$ cat src/rtl/uart_rx_cfg.sv
// Parametrised UART receiver: 2-FF input synchroniser, 3-sample majority
// vote per bit, false-start rejection, framing/parity flags and a
// valid/ack output handshake with sticky overrun.
module uart_rx_cfg #(
  parameter int CLKS_PER_BIT = 20,
  parameter int DATA_BITS    = 8,
  parameter int PARITY       = 0,
  parameter int STOP_BITS    = 1
) (
  input  logic                 clk,
  input  logic                 rst,
  input  logic                 RX_data,
  input  logic                 data_ack,
  output logic [DATA_BITS-1:0] Received_byte,
  output logic                 data_valid,
  output logic                 receive_state,
  output logic                 frame_error,
  output logic                 parity_error,
  output logic                 overrun
);

  localparam int CW = $clog2(CLKS_PER_BIT);
  localparam int IW = $clog2(DATA_BITS + 1);

  localparam logic [CW-1:0] HALF_CNT  = CW'(CLKS_PER_BIT / 2);
  localparam logic [CW-1:0] FULL_CNT  = CW'(CLKS_PER_BIT - 1);
  localparam logic [IW-1:0] LAST_DATA = IW'(DATA_BITS - 1);
  localparam logic [IW-1:0] LAST_STOP = IW'(STOP_BITS - 1);

  localparam logic [2:0] S_IDLE   = 3'd0;
  localparam logic [2:0] S_START  = 3'd1;
  localparam logic [2:0] S_DATA   = 3'd2;
  localparam logic [2:0] S_PARITY = 3'd3;
  localparam logic [2:0] S_STOP   = 3'd4;
  localparam logic [2:0] S_DONE   = 3'd5;

  logic [1:0]           sync;
  logic                 rxs;
  logic [1:0]           hist;
  logic                 vote;
  logic [2:0]           state;
  logic [CW-1:0]        cnt;
  logic [IW-1:0]        idx;
  logic [DATA_BITS-1:0] shreg;
  logic                 ferr_acc;
  logic                 perr_acc;
  logic                 tick;
  logic                 par_calc;
  logic                 perr_now;

  assign rxs = sync[1];

  // hist[1] = rxs two cycles ago, hist[0] = one cycle ago; with the current
  // rxs this covers instant-1, instant, instant+1 when tick fires.
  assign vote = (hist[1] & hist[0]) | (hist[1] & rxs) | (hist[0] & rxs);

  // Counter restarts at 0 on entry to START and after every decision, so the
  // first decision lands at t0+CLKS_PER_BIT/2+1 and later ones every bit time.
  assign tick = (state == S_START) ? (cnt == HALF_CNT) : (cnt == FULL_CNT);

  assign par_calc = (^shreg) ^ vote;
  assign perr_now = (PARITY == 1) ? ~par_calc : par_calc;

  // Two-stage synchroniser for the asynchronous RX pin, idles high.
  always_ff @(posedge clk) begin
    if (rst) sync <= '1;
    else     sync <= {sync[0], RX_data};
  end

  // Short history of the synchronised line for the majority vote.
  always_ff @(posedge clk) begin
    if (rst) hist <= '1;
    else     hist <= {hist[0], rxs};
  end

  // Frame FSM, output registers and valid/ack/overrun handshake.
  always_ff @(posedge clk) begin
    if (rst) begin
      state         <= S_IDLE;
      cnt           <= '0;
      idx           <= '0;
      shreg         <= '0;
      ferr_acc      <= 1'b0;
      perr_acc      <= 1'b0;
      Received_byte <= '0;
      data_valid    <= 1'b0;
      receive_state <= 1'b0;
      frame_error   <= 1'b0;
      parity_error  <= 1'b0;
      overrun       <= 1'b0;
    end else begin
      // Ack clears valid; a DONE in the same cycle overrides this below.
      if (data_ack && data_valid) data_valid <= 1'b0;

      case (state)
        S_IDLE: begin
          cnt           <= '0;
          idx           <= '0;
          ferr_acc      <= 1'b0;
          perr_acc      <= 1'b0;
          // Also drops receive_state one cycle after a rejected start.
          receive_state <= ~rxs;
          if (!rxs) state <= S_START;
        end
        S_START: begin
          if (tick) begin
            cnt   <= '0;
            state <= vote ? S_IDLE : S_DATA;
          end else begin
            cnt <= cnt + 1'b1;
          end
        end
        S_DATA: begin
          if (tick) begin
            cnt   <= '0;
            shreg <= {vote, shreg[DATA_BITS-1:1]};
            if (idx == LAST_DATA) begin
              idx   <= '0;
              state <= (PARITY != 0) ? S_PARITY : S_STOP;
            end else begin
              idx <= idx + 1'b1;
            end
          end else begin
            cnt <= cnt + 1'b1;
          end
        end
        S_PARITY: begin
          if (tick) begin
            cnt      <= '0;
            perr_acc <= perr_now;
            state    <= S_STOP;
          end else begin
            cnt <= cnt + 1'b1;
          end
        end
        S_STOP: begin
          if (tick) begin
            cnt <= '0;
            if (!vote) ferr_acc <= 1'b1;
            if (idx == LAST_STOP) begin
              idx   <= '0;
              state <= S_DONE;
            end else begin
              idx <= idx + 1'b1;
            end
          end else begin
            cnt <= cnt + 1'b1;
          end
        end
        S_DONE: begin
          Received_byte <= shreg;
          frame_error   <= ferr_acc;
          parity_error  <= perr_acc;
          data_valid    <= 1'b1;
          // A word acked in this very cycle is not counted as overrun.
          if (data_valid && !data_ack) overrun <= 1'b1;
          receive_state <= 1'b0;
          state         <= S_IDLE;
        end
        default: state <= S_IDLE;
      endcase
    end
  end

endmodule

$ cat config.mk
export PLATFORM = sky130hd
export DESIGN_NAME = uart_rx_cfg
export DESIGN_NICKNAME = d
export VERILOG_FILES = /design/src/rtl/uart_rx_cfg.sv
export SDC_FILE = /design/constraint.sdc
export NUM_CORES = 1
export LEC_CHECK = 0
export CELL_PAD_IN_SITES_DETAIL_PLACEMENT = 0
export CELL_PAD_IN_SITES_GLOBAL_PLACEMENT = 1
export CORE_ASPECT_RATIO = 0.5
export CORE_MARGIN = 10
export CORE_UTILIZATION = 46
export DETAILED_ROUTE_END_ITERATION = 16
export GPL_TIMING_DRIVEN = 0
export HOLD_SLACK_MARGIN = 0.05
export PLACE_DENSITY = 0.89
export SYNTH_ARGS = -nofsm -noshare
export SYNTH_HDL_FRONTEND = slang
export SYNTH_SLANG_ARGS = --single-unit
$ cat constraint.sdc
create_clock -name clk -period 4.6 [get_ports clk]
set_input_delay 0.92 -clock clk [delete_from_list [all_inputs] [get_ports clk]]
set_output_delay 0.92 -clock clk [all_outputs]
set_load 0.02 [all_outputs]
==> summary.md <==
| Metric | Value |
|---|---|
| Seq/Total Area, Yosys | 0.436 |
| Flop pwr share | 0.539 |
| Nets | 236 |
| Post-layout power | 0.645 mW |
| Clock sink count | 39 |
| I/O Buffers | 16 |
| Total Routed Length | 3.79 mm |
| GR Util met2 | 0.166 |
| Cts bufs inserted | 5 |
| RSZ-0062 raised after global routing | false |
| Vias in the first global route | 1338 |
| Post-route clock skew | 0.00619 ns |
| Switching power total | 0.163 mW |
| Netlist cell types | 44 |
| CP max FO | 2 |
| Power density cells | 306 mW/mm^2 |
| Root buf cell | clkbuf_8 |
| Maximum vdd drop | 0.000150 V |
| Critical path launch point type | flip-flop |
| Initial drt markers | 43 |
| Max-cap violation count | 0 |
| Share of layout cells above drive strength 1 | 0.0870 |
| Longest Clk Path Bufs | 2 |
| Avg Cell Area, Syn | 8.69 um^2 |
| Status | complete, no violations |
| Setup Crit Path Kind | reg2out |
| Met1 GRT Util | 0.151 |
| Largest net degree at the start of global routing | 14 |
| Worst hold-check path type | reg2reg |
| Initial cell density of the core | 0.499 |
| Ys flop type | dfxtp_1 |
| # DRC | 0 |
| Warning count from the yosys run | 0 |
| Crit end category | output port |
| Crit path buf inv count | 1 |
| Critical Path RT | 3.68 ns |
| Worst path max stage delay | 0.62 ns |
| Syn_nets | 213 |
| Setup WS pre-CTS | 2.14 ns |
| Final Hold Viols | 0 |
| Comb power frac | 0.081 |
| DRT antenna net count | 0 |
| Core region area | 0.00358 mm^2 |
| Area grow syn2layout | 18.0% |
| Net Sw Frac | 0.253 |
| Most frequent cells in the layout | dfxtp_1 (39), nor2_1 (27), a21oi_1 (17) |
| Slowest-stage cell, CP | clkdlybuf4s50_1 |
| Pint | 0.482 mW |
| Setup ws final | 2.44 ns |
| # H-tree levels | 2 |
| Via density | 5.23 |
| Final period util | 0.471 |
| First-pass GRT wire length | 6.38 mm |
| CTS resizes | 0 |
| Synth Instances | 206 |
| Finish-stage setup viols | 0 |
| GPL Wtd Cong | 0.836 |
| Wirelength per Cell | 13.5 um |
| Leakage | 0.743 nW |
| Clock power share | 0.380 |
| Synthesized flop and latch total | 39 |
| Max Freq | 462 MHz |
| Total grt overflow | 0 |
| EDFF count, synth | 0 |
| Row count | 15 |
| Pins Over Slew Limit | 0 |
| # IOs | 17 |
| Die Wd | 108 um |
| Global route hottest layer | met2 |
| Number of iterations in the first detailed-routing pass | 4 |
| Grt met3 use | 0.0340 |
| Post-CTS Hold Fix Bufs | 0 |
| Arrival time at the worst endpoint | 1.24 ns |
| Synthesized cell area | 0.00179 mm^2 |
| Setup TNS | 0 ns |
| Worst slew margin | 0.624 |
| Post-CTS setup repair buffer count | 0 |
| Initial antenna violation count | 0 |
| TritonCTS clock tree | built |
| Ys async rst share | 0 |
| Critical-path cell list | clkdlybuf4s50_1 |
| Hpwl dp | 2.81 mm |
| Kind of cell adding the most delay to the critical path | buffers and inverters |
| Die area | 0.00694 mm^2 |
| Worst-path clk slew | 0.08 ns |
| Worst slew pin tran | 0.563 ns |
| Die height | 64.1 um |
| Crit path time final | 2.16 ns |
| Commonest non-fill, non-tap cell in the layout | dfxtp_1 |
| Global Route Usage Sum | 0.114 |
| Via count | 1470 |
| N_diodes | 0 |
| Clk_lat worst skew | 0.29 ns |
## synth_stat cells, types with 3 or more instances
cell       n  area [um^2]
a211oi_1   3         22.5
a21oi_1   17         85.1
clkbuf_1   7         26.3
dfxtp_1   39          781
ha_1       3         37.5
inv_1      3         11.3
mux2i_1   13          130
nand2_1   15         56.3
nand3_1   11         55.1
nand4_1    3         18.8
nor2_1    27          101
nor2b_1    3         18.8
nor3_1     3         15.0
nor3b_1    3         22.5
nor4_1     3         18.8
o21ai_0   10         50.1
or2_2      5         31.3
xnor2_1    7         61.3
## routing by layer
metal,up-vias,part of all wire
li1,765,-
met5,-,0
met3,6,0.045
met1,676,0.51
met2,23,0.43
met4,0,0.021
## power by group through the flow
stage                     Combinational, mW  Sequential, mW  Clock (mW)
after detailed placement             0.0519           0.356           0
after floorplan                      0.0361           0.355           0
after global routing                 0.0581           0.349       0.270
after global placement               0.0520           0.356           0
after CTS                            0.0520           0.348       0.253
final                                0.0522           0.348       0.245
## registers in the layout, indices dropped and copies added (netlist names)
signal and count:
Received_byte 8, cnt 5, data_valid 1, ferr_acc 1, frame_error 1, hist 2
idx 4, overrun 1, parity_error 1, perr_acc 1, receive_state 1, shreg 8
state 3, sync 2
## worst paths after layout
check / to / cells after the start / slack (ns) / start
worst max-delay path: Received_byte[6] / 1 / 2.44 / Received_byte[6]$_SDFFE_PP0P_
worst min register to register: sync[1]$_SDFF_PP1_ / 1 / 0.42 / sync[0]$_SDFF_PP1_
worst max register to register: state[1]$_SDFFE_PP0P_ / 5 / 2.75 / cnt[1]$_SDFFE_PP0P_
worst min-delay path: sync[1]$_SDFF_PP1_ / 1 / 0.42 / sync[0]$_SDFF_PP1_
## area by class of cell
type | instances | area, um^2
clock inverters | 2 | 16.3
fillers | 321 | 1470
multi-input cells | 152 | 938
clock buffers | 6 | 82.6
well taps | 51 | 63.8
inverters | 3 | 11.3
plain buffers | 12 | 58.8
flip-flops and latches | 39 | 781
repair buffers | 16 | 160
## stage by stage
stage	hold slack (ns)	utilization	cell area, um^2	std cells
after CTS	0.423	0.589	2110	281
after detailed placement	0.399	0.562	2010	273
after global placement	0.391	0.562	2010	273
final	0.417	0.589	2110	281
after floorplan	0.389	-	1790	206
after global routing	0.459	0.589	2110	281
## cell families after synthesis
kind of cell             count (synthesis)  share of synthesized area
AO/OA/AOI/OAI                           42                      0.144
XOR/XNOR                                 8                     0.0392
adder cells (fa/ha/maj)                  4                     0.0266
buffers and inverters                   15                     0.0392
flip-flops                              39                      0.436
multiplexers                            13                     0.0727
AND/OR/NAND/NOR                         85                      0.242
(Power assumes the default switching activity.)
